`src/rtl/u01_sched_pkg.sv`:
```
// Shared types and constants for the U01 sample scheduler: FSM states,
// seed/sample widths, fallback seed and the requester-index width helper.
package u01_sched_pkg;

    localparam int SEED_W   = 23;
    localparam int SAMPLE_W = 32;

    // A zero seed would lock the core's generator, so this one is used instead.
    localparam logic [SEED_W-1:0] DEFAULT_SEED = 23'd232;

    typedef enum logic [2:0] {
        ST_IDLE       = 3'd0,
        ST_RESET_CORE = 3'd1,
        ST_LOAD       = 3'd2,
        ST_WARMUP     = 3'd3,
        ST_RUN        = 3'd4
    } sched_state_e;

    function automatic int id_w(input int n);
        return (n > 1) ? $clog2(n) : 1;
    endfunction

endpackage

```
`src/rtl/rr_arbiter.sv`:
```
// Round-robin pick among NREQ requesters. Scanning starts one past the
// last winner; the pointer only advances on an enabled, successful pick.
module rr_arbiter
    import u01_sched_pkg::*;
#(
    parameter int NREQ = 4
) (
    input  logic                  clk,
    input  logic                  rst,
    input  logic [NREQ-1:0]       req,
    input  logic                  upd_en,
    output logic                  any_req,
    output logic [id_w(NREQ)-1:0] win
);

    localparam int IDW = id_w(NREQ);

    logic [IDW-1:0] ptr_q;
    logic [IDW-1:0] ptr_d;
    logic [IDW-1:0] cand;

    always_comb begin
        any_req = 1'b0;
        win     = ptr_q;
        cand    = ptr_q;
        for (int i = 1; i <= NREQ; i++) begin
            cand = IDW'((int'(ptr_q) + i) % NREQ);
            if (!any_req && req[cand]) begin
                any_req = 1'b1;
                win     = cand;
            end
        end
    end

    always_comb begin
        ptr_d = ptr_q;
        if (upd_en && any_req) begin
            ptr_d = win;
        end
    end

    // Starting at NREQ-1 gives requester 0 first priority after reset.
    always_ff @(posedge clk or negedge rst) begin
        if (!rst) begin
            ptr_q <= IDW'(NREQ - 1);
        end else begin
            ptr_q <= ptr_d;
        end
    end

endmodule

```
`src/rtl/u01_scheduler.sv`:
```
// Brings up the shared U01 core (reset, seed load, warm-up discard) and then
// hands each new sample to one requester per cycle through a round-robin grant.
module u01_scheduler
    import u01_sched_pkg::*;
#(
    parameter int NREQ       = 4,
    parameter int RST_CYCLES = 3,
    parameter int WARMUP     = 2
) (
    input  logic                  clk,
    input  logic                  rst,
    input  logic                  start,
    input  logic [SEED_W-1:0]     seed_in,
    output logic                  busy,
    output logic                  running,
    input  logic [NREQ-1:0]       req,
    output logic [NREQ-1:0]       gnt,
    output logic                  sample_valid,
    output logic [SAMPLE_W-1:0]   sample_out,
    output logic [id_w(NREQ)-1:0] sample_id,
    output logic [15:0]           dropped_cnt,
    output logic                  u01_rst,
    output logic                  u01_en,
    output logic [SEED_W-1:0]     u01_seed,
    input  logic [SAMPLE_W-1:0]   u01_sample
);

    localparam int IDW   = id_w(NREQ);
    localparam int CNT_W = 8;

    sched_state_e        state_q, state_d;
    logic [CNT_W-1:0]    cnt_q, cnt_d;
    logic [SEED_W-1:0]   seed_q, seed_d;
    logic [NREQ-1:0]     gnt_q, gnt_d;
    logic [IDW-1:0]      id_q, id_d;
    logic [SAMPLE_W-1:0] sample_q, sample_d;
    logic [15:0]         drop_q, drop_d;

    logic                arb_en;
    logic                arb_any;
    logic [IDW-1:0]      arb_win;

    // A start pulse in the same cycle pre-empts arbitration.
    assign arb_en = (state_q == ST_RUN) && !start;

    rr_arbiter #(
        .NREQ (NREQ)
    ) u_arb (
        .clk     (clk),
        .rst     (rst),
        .req     (req),
        .upd_en  (arb_en),
        .any_req (arb_any),
        .win     (arb_win)
    );

    always_comb begin
        state_d = state_q;
        cnt_d   = cnt_q;
        seed_d  = seed_q;
        if (start) begin
            state_d = ST_RESET_CORE;
            cnt_d   = '0;
            seed_d  = (seed_in == '0) ? DEFAULT_SEED : seed_in;
        end else begin
            case (state_q)
                ST_IDLE: begin
                    state_d = ST_IDLE;
                end
                ST_RESET_CORE: begin
                    if (cnt_q == CNT_W'(RST_CYCLES - 1)) begin
                        state_d = ST_LOAD;
                        cnt_d   = '0;
                    end else begin
                        cnt_d = cnt_q + 1'b1;
                    end
                end
                ST_LOAD: begin
                    state_d = (WARMUP == 0) ? ST_RUN : ST_WARMUP;
                    cnt_d   = '0;
                end
                ST_WARMUP: begin
                    if (cnt_q == CNT_W'(WARMUP - 1)) begin
                        state_d = ST_RUN;
                        cnt_d   = '0;
                    end else begin
                        cnt_d = cnt_q + 1'b1;
                    end
                end
                ST_RUN: begin
                    state_d = ST_RUN;
                end
                default: begin
                    state_d = ST_IDLE;
                    cnt_d   = '0;
                end
            endcase
        end
    end

    // Every RUN edge consumes one core sample: it is either granted or dropped.
    always_comb begin
        gnt_d    = '0;
        id_d     = id_q;
        sample_d = sample_q;
        drop_d   = drop_q;
        if (start) begin
            drop_d = '0;
        end else if (arb_en) begin
            if (arb_any) begin
                gnt_d    = NREQ'(1) << arb_win;
                id_d     = arb_win;
                sample_d = u01_sample;
            end else if (drop_q != 16'hFFFF) begin
                drop_d = drop_q + 16'd1;
            end
        end
    end

    always_ff @(posedge clk or negedge rst) begin
        if (!rst) begin
            state_q  <= ST_IDLE;
            cnt_q    <= '0;
            seed_q   <= '0;
            gnt_q    <= '0;
            id_q     <= '0;
            sample_q <= '0;
            drop_q   <= '0;
        end else begin
            state_q  <= state_d;
            cnt_q    <= cnt_d;
            seed_q   <= seed_d;
            gnt_q    <= gnt_d;
            id_q     <= id_d;
            sample_q <= sample_d;
            drop_q   <= drop_d;
        end
    end

    assign busy         = (state_q == ST_RESET_CORE) || (state_q == ST_LOAD) ||
                          (state_q == ST_WARMUP);
    assign running      = (state_q == ST_RUN);
    assign gnt          = gnt_q;
    assign sample_valid = |gnt_q;
    assign sample_out   = sample_q;
    assign sample_id    = id_q;
    assign dropped_cnt  = drop_q;
    assign u01_rst      = (state_q == ST_RESET_CORE);
    assign u01_en       = (state_q == ST_LOAD);
    assign u01_seed     = (state_q == ST_LOAD) ? seed_q : '0;

endmodule

```
`config.mk`:
```
export PLATFORM = sky130hd
export DESIGN_NAME = u01_scheduler
export DESIGN_NICKNAME = d
export VERILOG_FILES = /design/src/rtl/u01_sched_pkg.sv /design/src/rtl/rr_arbiter.sv /design/src/rtl/u01_scheduler.sv
export SDC_FILE = /design/constraint.sdc
export NUM_CORES = 1
export LEC_CHECK = 0
export ABC_AREA = 1
export BUFFER_PORTS_ARGS = -buffer_cell sky130_fd_sc_hd__buf_2
export CORE_ASPECT_RATIO = 0.5
export CORE_MARGIN = 5
export CORE_UTILIZATION = 40
export CTS_CLUSTER_DIAMETER = 150
export DETAILED_ROUTE_END_ITERATION = 8
export PLACE_DENSITY = 0.76
export SYNTH_ARGS = -nofsm -noshare
export SYNTH_HDL_FRONTEND = slang
export SYNTH_SLANG_ARGS = --single-unit
```
`constraint.sdc`:
```
create_clock -name clk -period 1.61 [get_ports clk]
set_clock_uncertainty 0.1 [all_clocks]
set_input_delay 0.0805 -clock clk [delete_from_list [all_inputs] [get_ports clk]]
set_output_delay 0.0805 -clock clk [all_outputs]
set_load 0.01 [all_outputs]
```
# Yosys cells after proc, flatten, opt, wreduce, memory -nomap -nowiden
# Index checks and enable logic that the tools add are counted.
op_classes:
  n_addsub: 6
  order_cmp: 4
  n_eq_ne: 11
  shifts: 1
  mux: 33
  n_bitwise: 1
  n_reduce_logical: 20
ops:
  columns: ["op", "count"]
  rows:
  - ["2-to-1 mux 16 bit", 4]
  - ["2-to-1 mux 23 bit", 2]
  - ["2-to-1 mux 8 bit", 3]
  - ["one-hot mux 8 bit (3 select lines)", 1]
  - ["zero test 23 bit", 1]
  - ["adder 16 x 1 -> 16 bit, second input constant", 1]
  - ["!= test 16 bit, second input constant", 1]
  - ["< comparator 2 x 3 -> 1 bit, second input constant", 4]
  - ["2-to-1 mux 4 bit", 3]
  - ["one-hot mux 3 bit (4 select lines)", 1]
  - ["2-to-1 mux 3 bit", 3]
  - ["adder 8 x 1 -> 8 bit, second input constant", 1]
  - ["binary-select mux 1 bit (select 2 bit)", 4]
  - ["equality test 8 x 1 -> 1 bit, second input constant", 1]
  - ["equality test 8 x 2 -> 1 bit, second input constant", 1]
  - ["2-to-1 mux 1 bit", 8]
  - ["2-to-1 mux 2 bit", 4]
  - ["equality test 3 x 2 -> 1 bit, second input constant", 2]
  - ["AND reduction 3 bit", 2]
  - ["logical AND 1 bit", 5]
  - ["adder 2 x 1 -> 2 bit, second input constant", 2]
  - ["adder 2 bit, second input constant", 2]
  - ["zero test 1 bit", 4]
  - ["nonzero test 2 bit", 2]
  - ["other kinds (13)", 14]
word_totals:
  ff_bits: 90
  in_bits: 62
  out_inout_bits: 82
  wordCells: 84

# Longest topological paths before layout
depth:
  ltp_word: 17
  mapped_depth: 12
  depth_no_buf: 12

# Hierarchy
# A second synthesis with hierarchy kept.
unflattened:
  cells_unflattened: 630
  hier_area_um2: 4720.8
modules_own_cells:
  columns: ["module", "n_inst", "cells_each", "area_per_inst_um2", "seq_area_each_um2"]
  rows:
  - ["u01_scheduler", 1, 571, 4339.2, 2202.1]
  - ["rr_arbiter", 1, 59, 381.6, 52.6]

# Least setup slack after synthesis
# OpenSTA, ideal clock, no wires.
synth_timing:
  path_type: "flip-flop to flip-flop"
  from: "reg drop_q[0] (netlist: dropped_cnt[0])"
  to: "reg drop_q[15] (netlist: dropped_cnt[15])"
  setup_time_ns: 0.118
  t_arrival_ns: 1.609
  required_time_ns: 1.392
  setup_slack_ns: -0.217
  stages_incl_launch_ff: 11
  path_buffers: 1
  period_less_slack_ns: 1.827
  cell_sequence: "dfrtp_1 > ha_1 > nand3_1 > inv_1 > nand3_1 > nor2_1 > nor2_1 > nand3_1 > buf_2 > nand3_1 > nand2_1"
synth_between:
  elab_chain_cells: 5
  word_cells_on_any_way: 8
  cone_classes: "1 x add/sub; 1 x eq/ne; 4 x mux; 2 x reduce/logical"
synth_rtl:
  columns: ["item", "line", "rtl"]
  rows:
  - ["start: declaration", "u01_scheduler.sv:37", "logic [15:0] drop_q, drop_d;"]
  - ["start signal: assignment", "u01_scheduler.sv:136", "drop_q <= drop_d;"]
  - ["adder 16 x 1 -> 16 bit", "u01_scheduler.sv:115", "drop_d = drop_q + 16'd1;"]
  - ["2-to-1 mux 16 bit", "u01_scheduler.sv:114", "end else if (drop_q != 16'hFFFF) begin"]
  - ["2-to-1 mux 16 bit", "u01_scheduler.sv:110", "if (arb_any) begin"]
  - ["2-to-1 mux 16 bit", "u01_scheduler.sv:109", "end else if (arb_en) begin"]
  - ["2-to-1 mux 16 bit", "u01_scheduler.sv:107", "if (start) begin"]
# Parallel ways exist; a longest one is shown, timed or not. The select of a mux whose other input is x is not followed.
# A chain may end at the register's enable or synchronous reset.

# Worst setup path in the final report
layout_timing:
  from: "reg state_q[1]"
  to: "out u01_seed[13]"
layout_between:
  elab_chain_cells: 2
layout_rtl:
  columns: ["item", "line", "rtl"]
  rows:
  - ["start: declaration", "u01_scheduler.sv:31", "sched_state_e state_q, state_d;"]
  - ["start signal: assignment", "u01_scheduler.sv:130", "state_q <= state_d;"]
  - ["equality test 3 x 2 -> 1 bit", "u01_scheduler.sv:150", "assign u01_seed = (state_q == ST_LOAD) ? seed_q : '0;"]
  - ["2-to-1 mux 23 bit", "u01_scheduler.sv:150", null]
  - ["end: declaration", "u01_scheduler.sv:24", "output logic [SEED_W-1:0] u01_seed,"]
# Every way passes these cells.

==> results.ini <==
[clock_network]
numCtsBuffers = 9
cts_root_buf = clkbuf_16
cts.path.max_buffers = 2
clock_sinks = 90
cts_tree = yes
path_clk_slew_ps = 60
htree_num_levels = 3
clock_latency_ps = 340

[setup_path]
cp-start-kind = register
ff2ff_setup_slack_ps = -260
cp.arrival_ps = 1740
path_class = reg2out
path_max_fanout = 6
r2r-start = u_arb.ptr_q[0]
crit_required_ps = 1430
endpoint_kind = primary output
ff2ff_path_depth = 12
r2r_end = sample_out[22]

[power]
p_int_mw = 5.75
power_frac_clock_pct = 26.4
p_comb_share_pct = 40.0
p_seq_share_pct = 33.6
power_density_nw_per_um2 = 1180
p_leak_nw = 4.07
p_switching_mw = 2.98
switching_share_pct = 34.2
ir_worst_vdd_mv = 0.540

[timing]
fin_crit_sh_pct = 119
max_freq_mhz = 522
setup_viol = 79
min_period_ps = 1920
rsz0062_at_grt = yes
finalMaxSlewViolations = 0
final_hold_viol_count = 0
finalSetupTns_ps = -18440
setup_ws_ps = -306
relSlewSlack_pct = 67.9
tightestPinTransition_ps = 482

[yosys]
synth.area.top_cells = dfrtp_1 49%, nand2_1 18%, nand3_1 6.3%, nor2_1 5.4%, inv_1 4.7%
yosysWarnings = 0
netlist.area_leader.share_pct = 48.7
ys_types = 33
syn_nets = 658
synthArstFlopShare_pct = 100
synth-seq-cells = 90
synthFlopType = dfrtp_1
seq_area_frac_synth_pct = 49.8
synthesis.instances = 592
synth_edf_count = 0
avgSynthCellArea_um2 = 7.64
synth_common_cells = 219 x nand2_1, 88 x dfrtp_1, 65 x nor2_1
yosysMostFrequentCell = nand2_1
yosys.area.top_type = dfrtp_1
syn_area_um2 = 4520

[run]
drv_cap = 0

[grt]
grt_pass1_vias = 4801
grt_usage_pct = 20.7
grt_pass1_wl_mm = 23.3
grt_max_degree = 45
antenna_found_initial = 0
grt_overflow = 0

[routing]
drt_wl_total_mm = 14.6
dr.pass1.iters = 5
ant_nets = 0
drc = 0
wl_per_cell_um = 14.5
vias = 4883
vias_per_cell = 4.86
drt_iter0_markers = 300

[min_path]
hold_class = in2reg
hold_depth = 3
hp-start = start
hold-path-endpoint = state_q[0]

[place]
dpl_worst_slack_ps = -255
io_buffers = 143
gp_congestion = 0.838
dp_cells = 908
place_hpwl_mm = 8.73

[floorplan]
rows = 27
die_y_um = 85.2
ios = 144
core_um2 = 11000
die_w_um = 160
start_util_pct = 41.1
die_area_um2 = 13700

[cells_and_area]
nFillCells = 836
layout-drive-gt1-share_pct = 36.4
seq_area_um2 = 2260
multi_input_area_um2 = 2240
antennaDiodeCount = 0
nNetsFinal = 922
instances_no_fill = 1005
syn_to_final_growth_pct = 64.3

[run_status]
status = finished with violations
violations = setup timing

## cells by family after synthesis
kind of cell / count (synthesis) / synth area share (%)
and+or+nand+nor: 363 / 33.6
DFF: 90 / 49.8
adders and majority gates: 4 / 1.11
AOI/OAI and AO/OA: 39 / 4.76
xor gates and xnor gates: 15 / 2.90
buffers and inverters: 81 / 7.77
## layout by cell type, fill, tap and decap left out, types with 5 or more instances in the layout
| cell type | netlist | layout |
|---|---|---|
| buf_6 | 4 | 32 |
| nor2_1 | 65 | 39 |
| dlygate4sd3_1 | 0 | 56 |
| xor2_1 | 13 | 13 |
| nor2_4 | 2 | 23 |
| buf_2 | 3 | 119 |
| o21ai_0 | 28 | 26 |
| nand2_1 | 219 | 196 |
| nor2_2 | 0 | 5 |
| nand2_4 | 2 | 7 |
| buf_4 | 3 | 53 |
| clkbuf_16 | 0 | 9 |
| nand2_2 | 3 | 21 |
| nand3_2 | 0 | 8 |
| nand3_1 | 57 | 49 |
| buf_12 | 0 | 11 |
| inv_1 | 57 | 53 |
| dfrtp_1 | 88 | 87 |
## metrics by stage
stage	instance area, µm²	hold slack [ps]	utilization [%]	total power [mW]
after floorplan	4580	-315	-	4.26
after global placement	5810	-32.5	52.8	5.26
after detailed placement	5810	-35.1	52.8	5.34
after CTS	7160	14.8	65.0	8.38
after global routing	7430	54.5	67.5	9.22
final	7430	38.0	67.5	8.74
## how the worst max path moves through the flow
stage | slack, ps | end | from
6_report | -310 | u01_seed[13] | state_q[1]
5_1_grt | -390 | u01_seed[12] | state_q[1]
4_1_cts | -240 | sample_id[1] | u_arb.ptr_q[0]
3_5_place_dp | -250 | sample_out[6] | u_arb.ptr_q[0]
3_3_place_gp | -190 | sample_out[23] | u_arb.ptr_q[0]
2_1_floorplan | -150 | sample_out[10] | u_arb.ptr_q[1]
## repair_timing
action	4_1_cts	5_1_grt
gates cloned	4	0
pin swaps	14	14
hold buffers	56	0
setup endpoints to repair	79	85
buffers inserted	15	12
hold endpoints to repair	125	0
gates resized for setup	64	72
## registers in the layout (all words and copies together), names as in the netlist
| signal | flops |
|---|---|
| sample_id | 2 |
| sample_out | 32 |
| state_q | 3 |
| cnt_q | 8 |
| seed_q | 23 |
| u_arb.ptr_q | 2 |
| gnt | 4 |
| dropped_cnt | 16 |
## critical path: stages (launching register included)
cell and delay (ps):
dfrtp_1 370, buf_6 120, inv_4 30, nor3_4 230, clkinv_4 120, buf_6 130
buf_8 140, nor2_2 90, buf_2 150
## area by class of cell
cell class	instances	share of cell area (%)
Timing Repair Buffer	273	29.3
Sequential cell	90	30.3
Tap cell	145	2.44
Clock inverter	4	1.01
Clock buffer	11	3.40
Inverter	61	3.32
Multi-Input combinational cell	421	30.2
## per-layer routing
layer | up-vias | share of wire (%) | global-route usage (%)
li1 | 2377 | - | -
met1 | 2307 | 40 | 24.1
met2 | 165 | 52 | 38.0
met3 | 34 | 5.1 | 4.90
met4 | 0 | 2.8 | 6.40
met5 | - | 0 | 0
## power groups by stage
stage / Combinational (mW) / Clock, mW / Sequential, mW
2_1_floorplan: 1.17 / 0 / 3.08
3_3_place_gp: 2.32 / 0 / 2.94
3_5_place_dp: 2.38 / 0 / 2.95
4_1_cts: 3.09 / 2.36 / 2.93
5_1_grt: 3.79 / 2.45 / 2.99
6_report: 3.49 / 2.31 / 2.93
Note: power is estimated with default switching activity, not from simulation.
